<file path="config.mk">
export PLATFORM = sky130hd
export DESIGN_NAME = fifo_stream_reader
export DESIGN_NICKNAME = d
export VERILOG_FILES = /design/src/rtl/fifo_stream_reader.sv
export SDC_FILE = /design/constraint.sdc
export NUM_CORES = 1
export LEC_CHECK = 0
export ABC_AREA = 1
export BUFFER_PORTS_ARGS = -buffer_cell sky130_fd_sc_hd__buf_4
export CAP_MARGIN = 30
export CORE_MARGIN = 5
export CORE_UTILIZATION = 46
export DETAILED_ROUTE_END_ITERATION = 12
export GPL_ROUTABILITY_DRIVEN = 0
export PLACE_DENSITY = 0.77
export RECOVER_POWER = 50
export REMOVE_ABC_BUFFERS = 1
export SYNTH_ARGS = -nofsm -noshare
export SYNTH_HDL_FRONTEND = slang
export SYNTH_SLANG_ARGS = --single-unit
</file>
<file path="constraint.sdc">
create_clock -name clk -period 1.55 [get_ports clk]
set_input_delay 0.31 -clock clk [delete_from_list [all_inputs] [get_ports clk]]
set_output_delay 0.31 -clock clk [all_outputs]
set_load 0.05 [all_outputs]
</file>
<file path="src/rtl/fifo_stream_reader.sv">
// Read-side stream adapter for the synchronous FIFO: hides the 1-cycle read latency
// behind a 2-entry buffer. Optional stall counter enabled by FIFO_STREAM_READER_STATS_EN.
module fifo_stream_reader #(
  parameter int DATA_WIDTH = 8,
  parameter int CNT_WIDTH  = 16
) (
  input  logic                  clk,
  input  logic                  rst_n,
  input  logic                  fifo_empty,
  input  logic [DATA_WIDTH-1:0] fifo_rd_data,
  output logic                  fifo_rd_en,
  output logic                  m_valid,
  input  logic                  m_ready,
  output logic [DATA_WIDTH-1:0] m_data,
  input  logic                  flush,
  output logic                  flush_done,
  output logic                  busy,
  output logic [CNT_WIDTH-1:0]  word_count,
  output logic [CNT_WIDTH-1:0]  stall_count
);

  localparam logic [0:0] ST_STREAM = 1'b0;
  localparam logic [0:0] ST_FLUSH  = 1'b1;

  logic [0:0]            state;
  logic [1:0]            occ;
  logic                  inflight;
  logic [DATA_WIDTH-1:0] buf_head;
  logic [DATA_WIDTH-1:0] buf_tail;

  logic       pop;
  logic       capture;
  logic       flush_start;
  logic       drain_done;
  logic [2:0] pending;

  assign m_valid     = (occ != 2'd0);
  assign m_data      = buf_head;
  assign pop         = m_valid && m_ready;
  assign flush_start = (state == ST_STREAM) && flush;
  assign drain_done  = (state == ST_FLUSH) && fifo_empty && !inflight;
  assign capture     = inflight && (state == ST_STREAM) && !flush;
  assign pending     = {1'b0, occ} + {2'b00, inflight};
  assign flush_done  = drain_done;
  assign busy        = (state == ST_FLUSH) || (occ != 2'd0) || inflight;

  // Only request a word when the buffer is guaranteed a free slot on its arrival;
  // during reset the request is held low even though the FIFO may still look non-empty.
  always_comb begin
    fifo_rd_en = 1'b0;
    if (rst_n && !fifo_empty) begin
      if (state == ST_FLUSH) begin
        fifo_rd_en = 1'b1;
      end else begin
        fifo_rd_en = (pending < (3'd2 + {2'b00, pop}));
      end
    end
  end

  always_ff @(posedge clk or negedge rst_n) begin
    if (!rst_n) begin
      state    <= ST_STREAM;
      inflight <= 1'b0;
    end else begin
      inflight <= fifo_rd_en;
      if (flush_start) begin
        state <= ST_FLUSH;
      end else if (drain_done) begin
        state <= ST_STREAM;
      end
    end
  end

  // Two-entry buffer: head is what downstream sees, tail only holds a second word.
  always_ff @(posedge clk or negedge rst_n) begin
    if (!rst_n) begin
      occ      <= 2'd0;
      buf_head <= '0;
      buf_tail <= '0;
    end else if (flush_start) begin
      occ <= 2'd0;
    end else begin
      case ({capture, pop})
        2'b10: begin
          if (occ == 2'd0) begin
            buf_head <= fifo_rd_data;
          end else begin
            buf_tail <= fifo_rd_data;
          end
          if (occ != 2'd2) begin
            occ <= occ + 2'd1;
          end
        end
        2'b01: begin
          buf_head <= buf_tail;
          occ      <= occ - 2'd1;
        end
        2'b11: begin
          if (occ == 2'd1) begin
            buf_head <= fifo_rd_data;
          end else begin
            buf_head <= buf_tail;
            buf_tail <= fifo_rd_data;
          end
        end
        default: begin
        end
      endcase
    end
  end

  always_ff @(posedge clk or negedge rst_n) begin
    if (!rst_n) begin
      word_count <= '0;
    end else if (pop) begin
      word_count <= word_count + 1'b1;
    end
  end

`ifdef FIFO_STREAM_READER_STATS_EN
  logic [CNT_WIDTH-1:0] stall_q;

  // Saturating count of back-pressured cycles, restarted when a flush completes.
  always_ff @(posedge clk or negedge rst_n) begin
    if (!rst_n) begin
      stall_q <= '0;
    end else if (drain_done) begin
      stall_q <= '0;
    end else if (m_valid && !m_ready && (stall_q != {CNT_WIDTH{1'b1}})) begin
      stall_q <= stall_q + 1'b1;
    end
  end

  assign stall_count = stall_q;
`else
  assign stall_count = '0;
`endif

endmodule

</file>
==> flow_metrics.env <==
export IMPL_p_leak_nw=1.47
export IMPL_drc=0
export IMPL_drive_gt1_share_pct=25.6
export IMPL_crit_slowest_cell="dfrtp_1"
export IMPL_root_buffer="clkbuf_8"
export IMPL_vias_per_cell=4.88
export IMPL_gr_total_overflow=0
export IMPL_diodes=0
export IMPL_criticalPathCategory="flop to output pin"
export IMPL_slew_headroom_pct=39.2
export IMPL_worstPathMaxFanout=3
export IMPL_grt_pass1_vias=1905
export IMPL_tritoncts_num_buffers=5
export IMPL_grt_pass1_wl_mm=8.39
export IMPL_finalMaxSlewViolations=0
export IMPL_crit_path_start_kind="flop"
export IMPL_p_total_w=0.00484
export IMPL_die_area_mm2=0.00611
export IMPL_ios=57
export IMPL_hold_buffers=0
export IMPL_start_util_pct=48.1
export IMPL_hp_class="input pin to flop"
export IMPL_grt_max_degree=37
export IMPL_fin_ws_ns=-0.321
export IMPL_tightestPinTransition_ns=0.913
export IMPL_grt_usage_pct=17.1
export IMPL_wire_per_inst_um=12.4
export IMPL_ys_top_cells_by_area="dfrtp_1 42%, nand2_1 15%, buf_4 6.0%"
export IMPL_design_area_mm2=0.00272
export IMPL_via_count=1914
export IMPL_num_rows=24
export IMPL_synth_cell_types=22
export IMPL_cts_tree="built"
export IMPL_peakVddDrop_mv=1.38
export IMPL_antenna_found_initial=0
export IMPL_dp_hpwl_mm=3.52
export IMPL_hold_viol_final=0
export IMPL_pwr_density_cell_mw_per_mm2=1780
export IMPL_synth_top_area_cell="dfrtp_1"
export IMPL_timing_max_cap_violations=0
export IMPL_cts_sinks=36
export IMPL_cpPeakStageDelay_ns=0.41
export IMPL_syn_avg_cell_area_um2=7.53
export IMPL_yosysWarnings=0
export IMPL_status="finished with violations"
export IMPL_die_y_um=78.2
export IMPL_cts_buffer_depth=2
export IMPL_post_route_period_util_pct=121
export IMPL_synth_top_area_share_pct=42.1
export IMPL_rsz0062_at_grt="true"
export IMPL_yosys_register_bits=36
export IMPL_cp_cell_sequence="ha_2 > ha_4 > o21ai_2 > nand2_1 > a21oi_2 > buf_6"
export IMPL_cts_clk_slew_worst_paths_ns=0.07
export IMPL_cts_htree_levels=2
export IMPL_cp_num_buf_inv=1
export IMPL_drt_iter0_drc=128
export IMPL_detail_route_wirelength_mm=4.86
export IMPL_core_area_mm2=0.00444
export IMPL_crit_family="adder cells"
export IMPL_fin_worst_skew_ns=0.00734
export IMPL_synthToLayoutAreaGrowth_pct=27.4
export IMPL_nNetsFinal=359
export IMPL_postSynthCellCount=284
export IMPL_hold_ws_ns=0.286
export IMPL_io_buffers=40
export IMPL_crit_required_ns=1.24
export IMPL_drtPass1Iterations=4
export IMPL_violations="setup timing"
export IMPL_period_needed_ns=1.87
export IMPL_clock_fmax_mhz=534
export IMPL_ff2ff_setup_slack_ns=-0.01
export IMPL_ys_seq_area_share_pct=42.1
export IMPL_arrival_ns=1.56
export IMPL_die_w_um=78.2
export IMPL_clock_latency_ns=0.29
export IMPL_placed_area_mm2=0.00253
export IMPL_setup_viol=6
export IMPL_endpoint_kind="output pin"
export IMPL_drtAntennaViolNets=0
export IMPL_syn_area_mm2=0.00214
layer usage:
layer  vias to the layer above  track usage (%)  share of wire [%]
met5                         -                0                  0
met3                         6             5.15                5.6
met4                         0             7.17                1.6
met1                       894             20.7                 46
li1                        964                -                  -
met2                        50             28.4                 47
cells in the mapped netlist:
cell type and number:
inv_1 33, nand3_2 3, buf_2 5, conb_1 1
nand2_2 2, nor2_1 19, nand3_1 24, xor2_1 4
o21bai_1 1, o21ai_0 10, dfrtp_1 36, a21oi_1 11
buf_4 17, nor3_1 2, inv_2 4, nand4_1 7
xnor2_1 6, nand2_1 87, nand2_4 1, nor3_4 1
ha_1 6, nor2_2 4
power breakdown:
part | total [W] | switching, W | internal, W
combinational | 0.00273 | 0.00177 | 0.000964
sequential | 0.00148 | 0.000228 | 0.00125
clock | 0.000631 | 0.000325 | 0.000305
cell usage in the layout (no fill, tap or decap), drive strengths merged, types with 7 or more instances in the layout:
| cell | instances |
|---|---|
| nor2 | 23 |
| conb | 16 |
| dfrtp | 36 |
| nand2 | 90 |
| inv | 37 |
| nand4 | 7 |
| nand3 | 27 |
| buf | 53 |
| a21oi | 11 |
| o21ai | 10 |
| clkbuf | 9 |
path summary, 6_finish.rpt:
kind / start / endpoint / depth (start not counted)
max: occ[0] / fifo_rd_en / 6
min: fifo_rd_data[1] / buf_tail[1] / 3
max reg2reg: occ[1] / m_data[4] / 11
min reg2reg: m_data[7] / m_data[7] / 2
max in group asynchronous: rst_n / word_count[14] / 2
min in group asynchronous: rst_n / buf_tail[5] / 2
tightest hold or removal path: cells and delay by family:
family | cells | cell delay (ns)
compound gates | 1 | 0.10
buf+inv | 1 | 0.09
simple gates | 1 | 0.04
cell type report:
type	count	area [um2]
clock buffers	6	72.6
flip-flops and latches	36	901
repair buffers	56	450
well taps	52	65.1
multi-input cells	204	1090
inverters	37	141
clock inverters	1	5.00
fillers	403	1720
metrics by stage:
step	std cells	setup TNS (ns)	utilization, %	setup slack (ns)
floorplan	277	-4.10	-	-0.899
global placement	384	-0.105	57.0	-0.105
detailed placement	384	-0.146	57.0	-0.146
CTS	392	-0.559	60.1	-0.330
global route	392	-2.22	61.3	-0.418
finish	392	-0.438	61.3	-0.321
sequential cells by signal, indices dropped and copies added, names as in the netlist:
name        cells
buf_tail        8
word_count     16
occ             2
m_data          8
inflight        1
state           1
repair_timing:
| item | CTS | global route |
|---|---|---|
| setup endpoints to repair | 7 | 32 |
| buffers inserted | 2 | 0 |
| gates cloned | 0 | 0 |
| pin swaps | 4 | 8 |
| gates resized for setup | 12 | 16 |
cell families after synthesis:
kind of cell | synth area share (%)
flops | 42.1
simple gates | 31.2
fa+ha+maj | 3.51
buf+inv | 13.6
xor+xnor | 4.10
other cells | 0.175
compound gates | 5.27
Note: power is estimated with default switching activity, not from simulation.
